$ cat src/rtl/proc_io_device.sv
// Byte-wide processor I/O peripheral: host stream <-> processor four-phase in/out handshakes via two FIFOs.
// Optional IO_DEV_LOOPBACK_EN adds a `loopback` input routing processor output bytes into the inbound FIFO.
module proc_io_device #(
  parameter int unsigned width    = 8,
  parameter int unsigned depth    = 4,
  parameter int unsigned ptrWidth = 2
) (
  input  logic                clk,
  input  logic                reset,
`ifdef IO_DEV_LOOPBACK_EN
  input  logic                loopback,
`endif
  input  logic [width-1:0]    hostInData,
  input  logic                hostInValid,
  output logic                hostInReady,
  output logic [width-1:0]    hostOutData,
  output logic                hostOutValid,
  input  logic                hostOutReady,
  output logic [width-1:0]    procIn,
  output logic                procInDataReady,
  input  logic                procInACK,
  input  logic [width-1:0]    procOut,
  input  logic                procOutDataReady,
  output logic                procOutACK,
  output logic [ptrWidth:0]   inCount,
  output logic [ptrWidth:0]   outCount
);

  typedef enum logic [1:0] {T_IDLE, T_PRESENT, T_WAITLOW} tstate_e;
  typedef enum logic       {R_IDLE, R_ACK} rstate_e;

  tstate_e t_state_q, t_state_d;
  rstate_e r_state_q, r_state_d;

  logic [width-1:0]    in_mem_q  [depth];
  logic [width-1:0]    out_mem_q [depth];
  logic [ptrWidth-1:0] in_wr_q, in_rd_q, out_wr_q, out_rd_q;
  logic [ptrWidth:0]   in_cnt_q, out_cnt_q;
  logic [width-1:0]    proc_in_q, proc_in_d;

  logic lb_sel;
  logic in_full, in_empty, out_full, out_empty;
  logic host_push, lb_push, in_push, in_pop;
  logic out_push, out_pop;
  logic [width-1:0] in_wdata;

`ifdef IO_DEV_LOOPBACK_EN
  assign lb_sel = loopback;
`else
  assign lb_sel = 1'b0;
`endif

  // depth is a power of two, so the count MSB alone marks a full FIFO
  assign in_full   = in_cnt_q[ptrWidth];
  assign out_full  = out_cnt_q[ptrWidth];
  assign in_empty  = (in_cnt_q == '0);
  assign out_empty = (out_cnt_q == '0);

  assign hostInReady  = !in_full && !lb_sel;
  assign hostOutValid = !out_empty;
  assign hostOutData  = out_mem_q[out_rd_q];
  assign inCount      = in_cnt_q;
  assign outCount     = out_cnt_q;

  assign procIn          = proc_in_q;
  assign procInDataReady = (t_state_q == T_PRESENT);
  assign procOutACK      = (r_state_q == R_ACK);

  assign host_push = hostInValid && hostInReady;
  assign in_push   = host_push || lb_push;
  assign in_wdata  = lb_push ? procOut : hostInData;
  assign out_pop   = hostOutValid && hostOutReady;

  always_comb begin
    t_state_d = t_state_q;
    proc_in_d = proc_in_q;
    in_pop    = 1'b0;
    case (t_state_q)
      T_IDLE: begin
        if (!in_empty) begin
          proc_in_d = in_mem_q[in_rd_q];
          t_state_d = T_PRESENT;
        end
      end
      T_PRESENT: begin
        if (procInACK) begin
          in_pop    = !in_empty;
          t_state_d = T_WAITLOW;
        end
      end
      T_WAITLOW: begin
        if (!procInACK) t_state_d = T_IDLE;
      end
      default: t_state_d = T_IDLE;
    endcase
  end

  // The write happens only on the R_IDLE->R_ACK step, so a long DataReady stores one byte
  always_comb begin
    r_state_d = r_state_q;
    out_push  = 1'b0;
    lb_push   = 1'b0;
    case (r_state_q)
      R_IDLE: begin
        if (procOutDataReady) begin
          if (lb_sel) begin
            if (!in_full) begin
              lb_push   = 1'b1;
              r_state_d = R_ACK;
            end
          end else if (!out_full) begin
            out_push  = 1'b1;
            r_state_d = R_ACK;
          end
        end
      end
      R_ACK: begin
        if (!procOutDataReady) r_state_d = R_IDLE;
      end
      default: r_state_d = R_IDLE;
    endcase
  end

  always_ff @(posedge clk or negedge reset) begin
    if (!reset) begin
      t_state_q <= T_IDLE;
      r_state_q <= R_IDLE;
      proc_in_q <= '0;
    end else begin
      t_state_q <= t_state_d;
      r_state_q <= r_state_d;
      proc_in_q <= proc_in_d;
    end
  end

  always_ff @(posedge clk or negedge reset) begin
    if (!reset) begin
      for (int unsigned i = 0; i < depth; i++) in_mem_q[i] <= '0;
      in_wr_q  <= '0;
      in_rd_q  <= '0;
      in_cnt_q <= '0;
    end else begin
      if (in_push) begin
        in_mem_q[in_wr_q] <= in_wdata;
        in_wr_q           <= in_wr_q + 1'b1;
      end
      if (in_pop) in_rd_q <= in_rd_q + 1'b1;
      case ({in_push, in_pop})
        2'b10:   in_cnt_q <= in_cnt_q + 1'b1;
        2'b01:   in_cnt_q <= in_cnt_q - 1'b1;
        default: in_cnt_q <= in_cnt_q;
      endcase
    end
  end

  always_ff @(posedge clk or negedge reset) begin
    if (!reset) begin
      for (int unsigned i = 0; i < depth; i++) out_mem_q[i] <= '0;
      out_wr_q  <= '0;
      out_rd_q  <= '0;
      out_cnt_q <= '0;
    end else begin
      if (out_push) begin
        out_mem_q[out_wr_q] <= procOut;
        out_wr_q            <= out_wr_q + 1'b1;
      end
      if (out_pop) out_rd_q <= out_rd_q + 1'b1;
      case ({out_push, out_pop})
        2'b10:   out_cnt_q <= out_cnt_q + 1'b1;
        2'b01:   out_cnt_q <= out_cnt_q - 1'b1;
        default: out_cnt_q <= out_cnt_q;
      endcase
    end
  end

endmodule

$ cat config.mk
export PLATFORM = sky130hd
export DESIGN_NAME = proc_io_device
export DESIGN_NICKNAME = d
export VERILOG_FILES = /design/src/rtl/proc_io_device.sv
export SDC_FILE = /design/constraint.sdc
export NUM_CORES = 1
export LEC_CHECK = 0
export BUFFER_PORTS_ARGS = -buffer_cell sky130_fd_sc_hd__buf_2
export CAP_MARGIN = 25
export CORE_AREA = 5 5 101 103
export DETAILED_ROUTE_END_ITERATION = 7
export DIE_AREA = 0 0 106 108
export GPL_TIMING_DRIVEN = 0
export PLACE_DENSITY = 0.64
export SLEW_MARGIN = 20
export SYNTH_ARGS = -nofsm -noshare
export SYNTH_HDL_FRONTEND = slang
export SYNTH_SLANG_ARGS = --single-unit
export TNS_END_PERCENT = 30
$ cat constraint.sdc
create_clock -name clk -period 1.7 [get_ports clk]
set_input_delay 0.085 -clock clk [delete_from_list [all_inputs] [get_ports clk]]
set_output_delay 0.085 -clock clk [all_outputs]
set_load 0.02 [all_outputs]
# Word level (Yosys, flattened, before mapping)
# Index checks and enable logic that the tools add are counted.
[op_classes] addsub=8 muxes=25 n_bitwise=6 n_reduce_logical=14 eq_ne=9 n_lt_le_gt_ge=6
[ops] operator="32-bit bitwise mux" count=2
[ops] operator="8-bit 2-to-1 mux" count=6
[ops] operator="8-bit binary-select mux with 2-bit select" count=2
[ops] operator="8-bit demux with 2-bit select" count=2
[ops] operator="3-bit greater-or-equal comparator, second input constant" count=4
[ops] operator="2-bit NOT with 3-bit output" count=4
[ops] operator="3-bit case mux with 2 select lines" count=2
[ops] operator="2-bit by 1-bit adder with 2-bit output, second input constant" count=4
[ops] operator="3-bit by 1-bit adder with 3-bit output, second input constant" count=2
[ops] operator="2-bit by 1-bit equality test with 1-bit output, second input constant" count=3
[ops] operator="2-bit equality test, second input constant" count=3
[ops] operator="3-bit logical NOT" count=2
[ops] operator="3-bit by 1-bit < comparator with 1-bit output, second input constant" count=2
[ops] operator="1-bit 2-to-1 mux" count=6
[ops] operator="2-bit 2-to-1 mux" count=3
[ops] operator="2-bit case mux with 3 select lines" count=1
[ops] operator="3-bit by 1-bit subtractor with 3-bit output, second input constant" count=2
[ops] operator="1-bit logical AND" count=4
[ops] operator="2-bit != test, second input constant" count=2
[ops] operator="2-bit nonzero test" count=2
[ops] operator="1-bit logical NOT" count=3
[ops] operator="3-bit AND reduction" count=1
[ops] operator="2-bit logical NOT" count=1
[ops] operator="2-bit by 1-bit != test with 1-bit output, second input constant" count=1
[ops] operator="other kinds (3)" count=4
[totals] output_inout_bits=26 ff_bits=89 inputBits=22 word_cells=85

# Longest topological paths before layout
# Gate-level depths: netlist (run 1).
[logic_depth] ltp_word=6 ltp_mapped=9 mapped_depth_nobuf=8

# Worst setup path before layout (run 1)
# No wires, ideal clock.
[synth_path] path_type="register to register" from="register t_state_q[1]" to="register in_cnt_q[2], in the netlist inCount[2]" t_arrival_ps=2028 path_buffers=0 slack_ps=-408 path_stages_with_launch=9 required_ps=1620 setup_ps=80 period_less_slack_ps=2108 cell_sequence="dfrtp_1 > nor2b_1 > and3_1 > ha_1 > inv_1 > fa_1 > xor2_1 > nor2_1 > xnor2_1"
[synth_via] elab_chain_cells=4 word_cells_on_any_way=6 cone_classes="eq/ne: 3; mux: 2; reduce/logical: 1"
[synth_lines] element="start, declared" line_no="32" rtl="tstate_e t_state_q, t_state_d;"
[synth_lines] element="start signal, assigned" line_no="130" rtl="t_state_q <= t_state_d;"
[synth_lines] element="2-bit by 1-bit equality test with 1-bit output *"
[synth_lines] element="via procInDataReady" line_no="20" rtl="output logic procInDataReady,"
[synth_lines] element="1-bit 2-to-1 mux *" line_no="78" rtl="case (t_state_q)"
[synth_lines] element="via in_pop" line_no="43" rtl="logic host_push, lb_push, in_push, in_pop;"
[synth_lines] element="2-bit by 1-bit equality test with 1-bit output / 2-bit equality test (equally long branches)" line_no="148" rtl="case ({in_push, in_pop})"
[synth_lines] element="3-bit case mux with 2 select lines / 2-bit nonzero test (equally long branches)"
[synth_lines] element="end signal, assigned" line_no="149" rtl="2'b10: in_cnt_q <= in_cnt_q + 1'b1;"
[synth_lines] element="end signal, assigned" line_no="150" rtl="2'b01: in_cnt_q <= in_cnt_q - 1'b1;"
[synth_lines] element="end signal, assigned" line_no="151" rtl="default: in_cnt_q <= in_cnt_q;"
[synth_lines] element="end, declared" line_no="38" rtl="logic [ptrWidth:0] in_cnt_q, out_cnt_q;"
# The timed path passes the listed nets; every way through them passes the cells marked *.
# A chain may end at the register's enable or synchronous reset.

# Worst setup path after layout (run 1)
[layout_path] from="register in_cnt_q[0], in the netlist inCount[0]" to="register in_cnt_q[2], in the netlist inCount[2]"
[layout_via] elab_chain_cells=6 word_cells_on_any_way=10 cone_classes="add/sub: 2; eq/ne: 2; mux: 3; reduce/logical: 3"
[layout_lines] element="3-bit logical NOT *" line_no="56" rtl="assign in_empty = (in_cnt_q == '0);"
[layout_lines] element="1-bit logical NOT *" line_no="87" rtl="in_pop = !in_empty;"
[layout_lines] element="1-bit 2-to-1 mux *" line_no="86" rtl="if (procInACK) begin"
[layout_lines] element="1-bit 2-to-1 mux *" line_no="78"
[layout_lines] element="via in_pop" line_no="43"
[layout_lines] element="2-bit by 1-bit equality test with 1-bit output / 2-bit equality test (equally long branches)" line_no="148"
[layout_lines] element="3-bit case mux with 2 select lines / 2-bit nonzero test (equally long branches)"
# Marked as above.

==> results.ini, run 1 <==
[global_route]
grt_pass1_vias=2528
antenna_found_initial=0
grt_max_degree=52
overflow=0
grt.total_usage_pct=14.16
grt_pass1_wl_um=12630

[cells_and_area]
nNetsFinal=375
seqCellArea_um2=2232
n_fill_cell=785
multiInputGateArea_um2=1743
layout_common_cells=dfrtp_1 (85), mux2_2 (61), buf_2 (45)
design_area_um2=5009
layout_commonest_cell=dfrtp_1
synthToLayoutAreaGrowth_pct=25.37
layout-drive-gt1-share_pct=56.07
antenna_cells=0
post-route-util_pct=54.99

[sta]
relSlewSlack_pct=58.50
setup_ws_ns=-0.07566
fin_skew_ns=0.008845
finalHoldViolCount=0
worstMarginPinSlew_ns=0.6225
setup_viol=3
grt_setup_unrepaired=true
min_period_ns=1.776
slew_violations=0
fin_crit_sh_pct=104.5
fmax_ghz=0.5632

[logic_synthesis]
synth-edff-count=0
synthArstFlopShare_pct=100.0
ys_types=26
ys_seq_area_share_pct=55.75
ys_warn_count=0
synth_flop_cell=dfrtp_1
ys_ff_latch=89
syn_inst=257
synth_area_um2=3995
synth.avg_cell_area_um2=15.55
synthesis.nets=291

[floorplanning]
fp-row-count=35
initial_core_util_pct=43.86
fp.dieH_um=108
die_area_um2=11450
core_area_um2=9109
pin_count=48
dieWidth_um=106

[routing]
vias_per_cell=5.085
drcViolationCount=0
detail_route.wl_per_cell_um=16.59
drtIter0Drc=29
antenna_left=0
wirelength_um=7581
first_pass_iters=4
dr_total_vias=2324

[setup_path]
critical_path_class=flop to flop
crit_required_ns=1.94
cp-start-kind=flop
path_max_fanout=2
arrival_ns=2.01
worst-r2r-cell-count=8
crit_path_end_kind=flop

[hold_path]
holdPathStages=2
min_path_type=input pin to flop

[placement]
dpl_cell_area_um2=4438
dp_slack_ns=-0.1426
gp_congestion=0.7226
dpl.hpwl_um=4894
port-buffer-count=47

[clock_tree]
clockBufferDepth=2
numCtsBuffers=9
cts_tree=yes
cts.sinks=89
clk_pin_slew_ns=0.08
htreeDepth=3
insertion_delay_ns=0.35
root_buffer=clkbuf_8

[pwr]
p_leak_nw=2.281
pwr_density_cell_nw_per_um2=1992
irDropWorstVdd_v=0.0008320

[run_status]
status=finished, violations left
violations=setup timing

[run]
drv_cap=0

## sequential cells by signal, indices dropped and copies added, names as in the netlist
signal,count
out_wr_q,2
procIn,8
in_rd_q,2
out_mem_q,32
inCount,3
in_mem_q,32
outCount,3
out_rd_q,2
procOutACK,1
in_wr_q,2
t_state_q,2
## path summary, 6_finish.rpt
kind	to	slack, ns	from
max	inCount[2]$_DFFE_PN0P_	-0.08	inCount[0]$_DFFE_PN0P_
min	out_mem_q[25]$_DFFE_PN0P_	0.01	procOut[1]
max reg2reg	inCount[2]$_DFFE_PN0P_	-0.08	inCount[0]$_DFFE_PN0P_
min reg2reg	in_mem_q[8]$_DFFE_PN0P_	0.50	in_mem_q[8]$_DFFE_PN0P_
max in group asynchronous	inCount[0]$_DFFE_PN0P_	0.91	reset
min in group asynchronous	out_mem_q[11]$_DFFE_PN0P_	0.20	reset
## what timing repair did
item	CTS	global route
resized for setup	5	31
setup endpoints to repair	12	44
hold buffers	12	0
buffers inserted	10	3
endpoints found under the hold margin	68	0
pin swaps	5	8
cloned	0	1
## per-layer routing
metal  vias up  wire length (um)  global-route usage [%]
li1       1066                 -                       -
met1      1213              3555                   18.85
met2        33              3645                   22.68
met3        12               226                   2.746
met4         0               154                   6.383
met5         -                 0                       0
## critical path: stages (launching register included)
cell and delay [ns]:
dfrtp_2 0.40, or3_4 0.38, and3_4 0.17, ha_4 0.16, inv_2 0.04, fa_2 0.18, xor2_1 0.15, nor2_1 0.07
xnor2_1 0.11
## power breakdown
part | total [mW] | internal (mW) | switching (mW) | leakage [nW]
logic | 4.62 | 2.65 | 1.97 | 1.11
registers | 3.81 | 3.20 | 0.608 | 1.07
clock network | 1.54 | 0.821 | 0.724 | 0.106
total | 9.98 | 6.67 | 3.31 | 2.28
## final cells by class
| class | instances | area share (%) |
|---|---|---|
| multi-input cells | 144 | 34.80 |
| plain buffers | 8 | 1.924 |
| well taps | 111 | 2.773 |
| repair buffers | 74 | 10.62 |
| clock inverters | 6 | 1.649 |
| inverters | 15 | 1.124 |
| flip-flops and latches | 89 | 44.57 |
| clock buffers | 10 | 2.548 |
## cells in the mapped netlist, types with 2 or more instances
library cell / n / area, um^2
dfrtp_1: 89 / 2227
mux2_2: 72 / 810.8
mux4_2: 16 / 360.4
inv_1: 15 / 56.30
ha_1: 10 / 125.1
nand2_1: 8 / 30.03
xnor2_1: 7 / 61.31
buf_6: 5 / 56.30
xor2_1: 5 / 43.79
and2_2: 4 / 30.03
o21ai_0: 4 / 20.02
nor2_1: 3 / 11.26
nor2b_1: 3 / 18.77
buf_1: 2 / 7.510
buf_2: 2 / 10.01
fa_1: 2 / 40.04
## cells by family after synthesis
kind of cell / Yosys count / synth area share, %
muxes: 89 / 29.56
AOI/OAI and AO/OA: 7 / 1.128
DFF: 89 / 55.75
buffers and inverters: 24 / 3.257
xor gates and xnor gates: 12 / 2.631
and+or+nand+nor: 24 / 3.540
adders and majority gates: 12 / 4.134
## stage by stage
step / setup TNS (ns) / hold WS, ns / power, mW / instances
after floorplan: -0.4274 / -0.2106 / 6.858 / 257
after CTS: -0.1883 / 0.0001881 / 9.720 / 453
after detailed placement: -0.5111 / 0.01847 / 7.946 / 416
after global placement: -25.82 / 0.3438 / 7.781 / 415
after global routing: -0.6640 / 0.004770 / 10.70 / 457
final: -0.1362 / 0.01220 / 9.978 / 457
No activity file was read; power rests on OpenSTA's default activity.
==> run 2: changes to the inputs <==
Settings changed: PLACE_DENSITY 0.64 to 0.62.
Clock period 1.7 ns to 1.84 ns, I/O delays scaled along.
==> run 2 against run 1 <==
  * The flow now finishes without violations
  * Clock skew about the same
  * Worst setup slack improved by 0.088 ns
  * Sequential power shrank 7.9%
  * Count of clock-buffer cells in the layout down 1
  * Flip-flop and latch count stayed put
  * Clock power shrank 21%
  * Global-route usage is 0.51 points lower
  * Final cell count shrank 2.6%
  * Highest routed layer unchanged
  * Hold slack better by 0.00055 ns
==> results.ini, run 2 (synthesis gave the netlist of run 1 again) <==
[run_status]
status=complete, no violations

[cells_and_area]
stdcell_count=445
nNetsFinal=363
antenna_cells=0
layout-drive-gt1-share_pct=53.89
n_fill_cell=796
layout_common_cells=dfrtp_1 (86), mux2_2 (72), buf_2 (47)
multiInputGateArea_um2=1680
synthToLayoutAreaGrowth_pct=19.07
layout_commonest_cell=dfrtp_1
seqCellArea_um2=2231

[placement]
dp_cells=416
port-buffer-count=47
gp_congestion=0.7261
dpl.hpwl_um=4631

[sta]
slew_violations=0
setup_viol=0
relSlewSlack_pct=60.11
fin_crit_sh_pct=99.31
fmax_ghz=0.5473
fin_skew_ns=0.008858
min_period_ns=1.827
finalHoldViolCount=0
fin_tns_setup_ns=0
worstMarginPinSlew_ns=0.5983
grt_setup_unrepaired=true

[routing]
dr_total_vias=2207
wirelength_um=6884
drtIter0Drc=29
first_pass_iters=4
top_layer=met4
antenna_left=0
met2_length_um=3229
dr_wl_met3_um=253
drcViolationCount=0
vias_per_cell=4.960
wl_met1_um=3271
detail_route.wl_per_cell_um=15.47

[setup_path]
path_max_fanout=4
crit_path_end_kind=flop
critical_path_class=flop to flop
crit_required_ns=2.09
arrival_ns=2.07
rrSetupSlack_ns=0.01
cp-start-kind=flop

[clock_tree]
htreeDepth=3
cts_tree=yes
numCtsBuffers=9
insertion_delay_ns=0.36
cts.sinks=89
clk_pin_slew_ns=0.09
clockBufferDepth=2
root_buffer=clkbuf_8

[floorplanning]
fp.dieH_um=108
fp-row-count=35
core_area_um2=9109
pin_count=48
dieWidth_um=106
die_area_um2=11450
initial_core_util_pct=43.86

[global_route]
overflow=0
grt.total_usage_pct=13.65
grt_pass1_vias=2439
grt_max_degree=66
grt_pass1_wl_um=12210
antenna_found_initial=0

[pwr]
p_leak_nw=2.150
p_total_mw=8.471
pwr_density_cell_nw_per_um2=1781
irDropWorstVdd_v=0.0007455

[hold_path]
min_path_type=input pin to flop

[run]
drv_cap=0

==> run 2: changes by cell type in the layout (fill, tap and decap cells not counted), sizes merged <==
cell	delta
dlygate4sd3	-1
clkbuf	-2
inv	+3
bufinv	-2
buf	-10
==> run 2: through the flow <==
step           instance area (um^2)  hold slack (ns)  worst slack, ns  utilization, %
6_report                       4757          0.01275          0.01278           52.23
4_1_cts                        4732        0.0001821         -0.02154           51.95
3_3_place_gp                   4404           0.3495          -0.3606           48.35
2_1_floorplan                  4030          -0.2036         0.005191               -
3_5_place_dp                   4438         -0.02823         -0.03544           48.72
5_1_grt                        4757         0.003159         -0.09124           52.23
==> run 2: timing repair <==
item,CTS,global route
gates resized for setup,2,2
setup endpoints to repair,10,4
pin swaps,1,5
hold endpoints to repair,115,0
buffers inserted,1,2
hold buffers,11,0
==> run 2: worst max-delay path, stage by stage, from the launching register on <==
cell	delay (ns)
dfrtp_2	0.43
or3_4	0.39
and3_4	0.17
ha_4	0.16
inv_2	0.05
fa_2	0.18
xor2_1	0.15
nor2_1	0.07
xnor2_1	0.12
==> run 2: metal layers <==
layer | vias to the layer above | track usage (%)
met5 | - | 0
met4 | 0 | 6.383
met3 | 11 | 2.507
met2 | 40 | 21.13
met1 | 1105 | 18.79
li1 | 1051 | -
==> run 2: layout make-up <==
type	instances	share of cell area (%)
inverter	15	1.184
clock inverter	7	1.105
clock buffer	9	2.604
buffer	8	1.526
timing repair buffer	62	8.443
tap	111	2.920
multi-input combinational	144	35.32
sequential	89	46.90
==> run 2: path summary, 6_finish.rpt <==
path	from	endpoint	cells after the start
worst max register to register	inCount[1]$_DFFE_PN0P_	inCount[2]$_DFFE_PN0P_	8
worst min register to register	inCount[0]$_DFFE_PN0P_	inCount[0]$_DFFE_PN0P_	1
worst max-delay path	inCount[1]$_DFFE_PN0P_	inCount[2]$_DFFE_PN0P_	8
worst min-delay path	hostInData[1]	in_mem_q[1]$_DFFE_PN0P_	2
max in group asynchronous	reset	in_mem_q[11]$_DFFE_PN0P_	3
min in group asynchronous	reset	procOutACK$_DFF_PN0_	2
==> run 2: power breakdown <==
group	internal (mW)	total, mW	leakage [nW]	switching [mW]
combinational	2.07	3.75	0.989	1.67
sequential	2.95	3.51	1.07	0.558
clock	0.502	1.21	0.0904	0.712
total	5.53	8.47	2.15	2.94
